### config.mk
export PLATFORM = sky130hd
export DESIGN_NAME = adder_share_ctrl
export DESIGN_NICKNAME = d
export VERILOG_FILES = /design/src/rtl/adder_share_pkg.sv /design/src/rtl/rr_arbiter_core.sv /design/src/rtl/adder_share_ctrl.sv
export SDC_FILE = /design/constraint.sdc
export NUM_CORES = 1
export LEC_CHECK = 0
export ABC_AREA = 1
export BUFFER_PORTS_ARGS = -buffer_cell sky130_fd_sc_hd__buf_2
export CORE_MARGIN = 4
export CORE_UTILIZATION = 43
export CTS_CLUSTER_SIZE = 25
export DETAILED_ROUTE_END_ITERATION = 16
export PLACE_DENSITY = 0.81
export REMOVE_ABC_BUFFERS = 1
export SYNTH_ARGS = -nofsm -noshare
export SYNTH_HDL_FRONTEND = slang
export SYNTH_SLANG_ARGS = --single-unit
### constraint.sdc
create_clock -name clk -period 4.8 [get_ports clk]
set_input_delay 0.96 -clock clk [delete_from_list [all_inputs] [get_ports clk]]
set_output_delay 0.96 -clock clk [all_outputs]
set_load 0.05 [all_outputs]
### src/rtl/adder_share_pkg.sv
// ---------------------------------------------------------------------------
// adder_share_pkg
// Shared types and helpers for the adder-sharing controller.
//   state_t   : controller FSM states
//   MAX_NREQ  : largest supported requester count (sets pointer width)
//   PTR_W     : width of requester indices / round-robin pointer
//   next_rr() : round-robin successor of a requester index, wrapping at n
// ---------------------------------------------------------------------------
package adder_share_pkg;

  localparam int MAX_NREQ = 8;
  localparam int PTR_W    = $clog2(MAX_NREQ);

  typedef enum logic [1:0] {
    IDLE     = 2'd0,
    ISSUE    = 2'd1,
    WAIT_SUM = 2'd2,
    RETURN   = 2'd3
  } state_t;

  // Index following ptr among n requesters, wrapping n-1 -> 0.
  function automatic logic [PTR_W-1:0] next_rr(input logic [PTR_W-1:0] ptr, input int n);
    logic [PTR_W-1:0] res;
    if (int'(ptr) >= n - 1) res = '0;
    else                    res = ptr + PTR_W'(1);
    return res;
  endfunction

endpackage

### src/rtl/rr_arbiter_core.sv
// ---------------------------------------------------------------------------
// rr_arbiter_core
// Purely combinational round-robin pick: the first asserted request at or
// after ptr, searching upward and wrapping from NREQ-1 back to 0.
// Ports:
//   req      in  NREQ   request vector
//   ptr      in  PTR_W  highest-priority index this cycle (< NREQ)
//   grantOh  out NREQ   one-hot grant (zero when no request)
//   grantIdx out PTR_W  index of the granted requester
//   anyReq   out 1      at least one request present
// ---------------------------------------------------------------------------
module rr_arbiter_core
  import adder_share_pkg::*;
#(
  parameter int NREQ = 4
) (
  input  logic [NREQ-1:0]  req,
  input  logic [PTR_W-1:0] ptr,
  output logic [NREQ-1:0]  grantOh,
  output logic [PTR_W-1:0] grantIdx,
  output logic             anyReq
);

  // Each requester's distance from ptr in wrap-around order; the requesting
  // index with the smallest distance wins.
  always_comb begin
    int bestDist;
    // NOTE: every variable written here gets a default first, so no path
    // leaves a value unassigned and no latch is inferred.
    grantOh  = '0;
    grantIdx = '0;
    anyReq   = 1'b0;
    bestDist = NREQ;
    for (int j = 0; j < NREQ; j++) begin
      if (req[j] && (((j + NREQ - int'(ptr)) % NREQ) < bestDist)) begin
        bestDist = (j + NREQ - int'(ptr)) % NREQ;
        grantIdx = PTR_W'(j);
        anyReq   = 1'b1;
      end
    end
    for (int j = 0; j < NREQ; j++) begin
      grantOh[j] = anyReq && (grantIdx == PTR_W'(j));
    end
  end

endmodule

### src/rtl/adder_share_ctrl.sv
// ---------------------------------------------------------------------------
// adder_share_ctrl
// Shares one handshaked adder (A,B -> SUM) among NREQ requesters. A requester
// is picked round-robin, its operands are issued, the sum is awaited and then
// returned to that requester only. A watchdog aborts a sum that never comes.
// Ports:
//   clk, rst_n           clock, asynchronous active-low reset
//   req_valid/req_ready  per-requester operand handshake (req_ready one-hot)
//   req_a, req_b         operands, requester i at [i*WIDTH +: WIDTH]
//   add_valid/add_ready  operand pair to the adder, add_a/add_b payload
//   sum_valid/sum_ready  result from the adder, sum_in payload
//   rsp_valid/rsp_ready  per-requester result handshake, rsp_sum shared bus
//   busy                 a transaction is in flight
//   err                  sticky watchdog flag, cleared only by reset
// ---------------------------------------------------------------------------
module adder_share_ctrl
  import adder_share_pkg::*;
#(
  parameter int NREQ    = 4,
  parameter int WIDTH   = 8,
  parameter int TIMEOUT = 64
) (
  input  logic                  clk,
  input  logic                  rst_n,
  input  logic [NREQ-1:0]       req_valid,
  input  logic [NREQ*WIDTH-1:0] req_a,
  input  logic [NREQ*WIDTH-1:0] req_b,
  output logic [NREQ-1:0]       req_ready,
  output logic                  add_valid,
  output logic [WIDTH-1:0]      add_a,
  output logic [WIDTH-1:0]      add_b,
  input  logic                  add_ready,
  input  logic                  sum_valid,
  input  logic [WIDTH-1:0]      sum_in,
  output logic                  sum_ready,
  output logic [NREQ-1:0]       rsp_valid,
  output logic [WIDTH-1:0]      rsp_sum,
  input  logic [NREQ-1:0]       rsp_ready,
  output logic                  busy,
  output logic                  err
);

  localparam int WD_W = $clog2(TIMEOUT);

  state_t             state, stateNext;
  logic [PTR_W-1:0]   rrPtr, grantReg, arbIdx;
  logic [NREQ-1:0]    grantOhReg, arbOh;
  logic               arbAny;
  logic [WIDTH-1:0]   aReg, bReg, sumReg, selA, selB;
  logic [WD_W-1:0]    wdCnt;
  logic               errReg;
  logic               accept, rspTaken, wdExpire;

  rr_arbiter_core #(.NREQ(NREQ)) u_arb (
    .req      (req_valid),
    .ptr      (rrPtr),
    .grantOh  (arbOh),
    .grantIdx (arbIdx),
    .anyReq   (arbAny)
  );

  // Operands of the winning requester (arbOh is one-hot or zero).
  always_comb begin
    selA = '0;
    selB = '0;
    for (int i = 0; i < NREQ; i++) begin
      if (arbOh[i]) begin
        selA = req_a[i*WIDTH +: WIDTH];
        selB = req_b[i*WIDTH +: WIDTH];
      end
    end
  end

  assign accept   = (state == IDLE) && arbAny;
  assign rspTaken = (state == RETURN) && |(rsp_ready & grantOhReg);
  // The last allowed WAIT_SUM cycle passes without a sum.
  assign wdExpire = (state == WAIT_SUM) && !sum_valid && (wdCnt == WD_W'(TIMEOUT - 1));

  always_comb begin
    stateNext = state;
    unique case (state)
      IDLE:     if (arbAny) stateNext = ISSUE;
      ISSUE:    if (add_ready) stateNext = WAIT_SUM;
      WAIT_SUM: begin
        if (sum_valid)     stateNext = RETURN;
        else if (wdExpire) stateNext = IDLE;
      end
      RETURN:   if (rspTaken) stateNext = IDLE;
      default:  stateNext = IDLE;
    endcase
  end

  // NOTE: sequential state is assigned with non-blocking assignments only, so
  // every register samples pre-edge values regardless of block ordering.
  always_ff @(posedge clk or negedge rst_n) begin
    if (!rst_n) state <= IDLE;
    else        state <= stateNext;
  end

  // NOTE: the operand/result latches feed outputs directly, so they are reset
  // along with the control state to present all-zero outputs after reset.
  always_ff @(posedge clk or negedge rst_n) begin
    if (!rst_n) begin
      rrPtr      <= '0;
      grantReg   <= '0;
      grantOhReg <= '0;
      aReg       <= '0;
      bReg       <= '0;
      sumReg     <= '0;
      wdCnt      <= '0;
      errReg     <= 1'b0;
    end else begin
      if (accept) begin
        aReg       <= selA;
        bReg       <= selB;
        grantReg   <= arbIdx;
        grantOhReg <= arbOh;
      end
      if (state == ISSUE && add_ready) wdCnt <= '0;
      if (state == WAIT_SUM) begin
        if (sum_valid)      sumReg <= sum_in;
        else if (wdExpire)  errReg <= 1'b1;
        else                wdCnt  <= wdCnt + WD_W'(1);
      end
      // A completed or aborted transaction both hand priority onward.
      if (rspTaken || wdExpire) rrPtr <= next_rr(grantReg, NREQ);
    end
  end

  // req_ready is the accept strobe of the IDLE cycle; held low during reset
  // so that pending requests cannot be taken while rst_n is asserted.
  assign req_ready = (accept && rst_n) ? arbOh : '0;
  assign add_valid = (state == ISSUE);
  assign add_a     = aReg;
  assign add_b     = bReg;
  assign sum_ready = (state == WAIT_SUM);
  assign rsp_valid = (state == RETURN) ? grantOhReg : '0;
  assign rsp_sum   = sumReg;
  assign busy      = (state != IDLE);
  assign err       = errReg;

endmodule

==> results.sh <==
export IMPL_power_leakage_nw=1.97
export IMPL_grt_pass1_vias=2736
export IMPL_clockRootBuffer="clkbuf_8"
export IMPL_rr_worst_depth=26
export IMPL_synth_top_area_share=0.382
export IMPL_syn_instance_count=375
export IMPL_routedWlPerCell_microns=13.1
export IMPL_worstSetupPathType="in -> out"
export IMPL_cpMaxStageDelayCell="ha_1"
export IMPL_fin_ws_ps=143
export IMPL_clk_pin_slew_ps=80
export IMPL_die_y_microns=87.0
export IMPL_die_w_microns=87.0
export IMPL_synth_edf_count=0
export IMPL_area_delta_synth_final_pct=32.6
export IMPL_synth_xor_area_frac=0.00652
export IMPL_synthMuxAreaShare=0
export IMPL_fmax_mhz=215
export IMPL_gp_congestion=0.850
export IMPL_end_kind="primary output"
export IMPL_final_cell_area_sq_mm=0.00356
export IMPL_crit_top_cell="nand2_1"
export IMPL_die_area_sq_mm=0.00757
export IMPL_setup_viol=0
export IMPL_min_delay_start="err"
export IMPL_grt_overflow_total=0
export IMPL_routed_wirelength_mm=7.54
export IMPL_synth_most_common_cell="nand2_1"
export IMPL_grt_pass1_wl_mm=11.8
export IMPL_ys_seq_area_frac=0.382
export IMPL_timing_rr_end="add_b[6]"
export IMPL_wl_met1_mm=3.25
export IMPL_cts_tree="yes"
export IMPL_hold_path_class="reg -> reg"
export IMPL_synth_area_leaders="dfrtp_1 38%, nand2_1 13%, nand4_1 7.9%"
export IMPL_place_ws_ps=14.8
export IMPL_grt_max_degree=42
export IMPL_ys_ff_latch=41
export IMPL_synth_top_family_by_area="simple AND/OR/NAND/NOR gates"
export IMPL_min_period_over_period=0.970
export IMPL_synth_common_cells="92 x nand2_1, 52 x nor2_1, 41 x dfrtp_1"
export IMPL_slew_headroom=0.503
export IMPL_postRouteAntennaNets=0
export IMPL_rr_startpoint="rrPtr[0]"
export IMPL_synth_cell_types=32
export IMPL_synth_adder_area_share=0.0419
export IMPL_clock_latency_ps=290
export IMPL_grt_antenna_before_repair=0
export IMPL_async_reset_ff_frac=1.00
export IMPL_core_area_sq_mm=0.00599
export IMPL_cp_top_family="simple AND/OR/NAND/NOR gates"
export IMPL_start_util=0.448
export IMPL_row_count=28
export IMPL_start_kind="input pin"
export IMPL_cts_buffers=5
export IMPL_outcome="finished clean"
export IMPL_slowest_delay_ps=270
export IMPL_synthSimpleGateAreaFrac=0.384
export IMPL_final_hold_viol_count=0
export IMPL_critPathArrivalTime_ps=3700
export IMPL_placed_cell_area_sq_mm=0.00335
export IMPL_yosys_area_top_type="dfrtp_1"
export IMPL_drt_pre_antenna_iters=5
export IMPL_vias=2924
export IMPL_clock_skew_final_ps=5.32
export IMPL_min_to="err"
export IMPL_hpwl_mm=5.73
export IMPL_vdd_drop_max_mv=0.459
export IMPL_synth_compound_area_share=0.0862
export IMPL_nNetsFinal=592
export IMPL_synth_area_per_cell_sq_um=7.16
export IMPL_grt_util_all_layers=0.193
export IMPL_wl_met3_microns=693
export IMPL_route_detailed_drc=0
export IMPL_finalMaxSlewViolations=0
export IMPL_synth_ff_type="dfrtp_1"
export IMPL_cts_buffer_depth=2
export IMPL_period_minus_slack_ps=4660
export IMPL_worstPathRequired_ps=3840
export IMPL_wl_met2_mm=3.51
export IMPL_powerDensity_mw_per_mm2=660
export IMPL_highest_layer="met4"
export IMPL_tightestPinTransition_ps=745
export IMPL_finalPower_w=0.00235
export IMPL_cts_max_level=2
export IMPL_max_cap_violations=0
export IMPL_synth_area_sq_mm=0.00269
export IMPL_hold_depth=2
export IMPL_antenna_cells=0
export IMPL_initialDrtViolationCount=117
export IMPL_io_pins=120
export IMPL_port_buffer_count=119
export IMPL_critical_path_buf_inv_count=3
export IMPL_vias_per_cell=5.09
export IMPL_yosysWarnings=0
export IMPL_r2r_slack_ps=1120
export IMPL_final_layout_size_suffix_gt1_frac=0.330
export IMPL_fin_tns_setup_ps=0
export IMPL_critPathMaxFanout=6
export IMPL_clkSinkCount=41
## logic make-up (layout without fill, tap and decap cells)
group	after synthesis	after routing
AOI/OAI and AO/OA	38	38
xor gates and xnor gates	2	2
adders and majority gates	9	9
buffers and inverters	57	178
DFF	41	41
other	2	6
and+or+nand+nor	226	226
## worst register-to-register path, cell delays in order (launching register included)
cell	delay (ps)
dfrtp_1	400
inv_1	90
ha_1	330
inv_2	90
nand2_1	60
nand2_1	60
nand2_1	40
nand2_1	70
nand2_2	60
nand2_2	70
inv_2	60
nor2_2	120
a22oi_2	80
ha_1	280
nand2_1	50
nand2_1	50
nand2_1	40
nand2_1	60
nand2_2	60
nand2_4	80
buf_4	210
inv_2	200
nor2_2	620
nand4_1	190
nand2_1	110
nor2_1	40
nor2_1	70
## worst max path at each step
stage,from,to,slack (ps),cells after the start
detailed placement,req_valid[0],req_ready[1],10,26
global route,rrPtr[0],req_ready[1],-60,29
global placement,req_valid[0],req_ready[1],130,26
floorplan,req_valid[0],req_ready[2],-1070,24
finish,req_valid[0],req_ready[1],140,26
CTS,req_valid[0],req_ready[1],8,26
## metal layers
layer | GRT usage | vias to the layer above
met4 | 0.0524 | 0
met1 | 0.250 | 1300
met5 | 0 | -
met3 | 0.0482 | 8
li1 | - | 1486
met2 | 0.322 | 130
## cell usage in the layout (no fill, tap or decap), drive strengths merged
master  synthesis  layout
dfrtp          41      41
clkbuf          3       5
nand4          34      34
a31oi           1       1
a21oi           4       4
nand2         100     100
or2             2       2
a22oi           6       6
buf            15     131
clkinv          1       1
xor2            2       2
nand3          31      31
conb            2       6
nor2           53      53
o21ai          19      19
a32o            1       1
a221oi          2       2
o22ai           2       2
o21a            1       1
ha              9       9
nor3            6       6
inv            38      39
bufinv          0       2
a22o            2       2
## layout make-up
cell class | count | area [sq um]
multi-input cells | 281 | 1460
well taps | 75 | 93.8
inverters | 39 | 146
fillers | 542 | 2430
repair buffers | 131 | 701
clock inverters | 3 | 68.8
flip-flops and latches | 41 | 1030
clock buffers | 5 | 68.8
## stage by stage
step	cells	util	hold WS, ps
3_3_place_gp	565	0.559	439
3_5_place_dp	565	0.559	454
4_1_cts	573	0.582	476
2_1_floorplan	361	-	475
5_1_grt	575	0.594	502
6_report	575	0.594	465
## registers in the layout (all words and copies together), names as in the netlist
name,flops
rsp_sum,8
state,2
grantReg,2
err,1
add_a,8
wdCnt,6
grantOhReg,4
add_b,8
rrPtr,2
## power by group
part	switching, W	internal (W)
clock	0.000126	0.000209
combinational	0.00101	0.000405
sequential	0.0000944	0.000502
## what timing repair did
| action | CTS | global route |
|---|---|---|
| resized for setup | 0 | 20 |
| hold buffers | 0 | 0 |
| buffers inserted | 0 | 2 |
| endpoints found under the setup margin | 0 | 4 |
No activity file was read; power rests on OpenSTA's default activity.
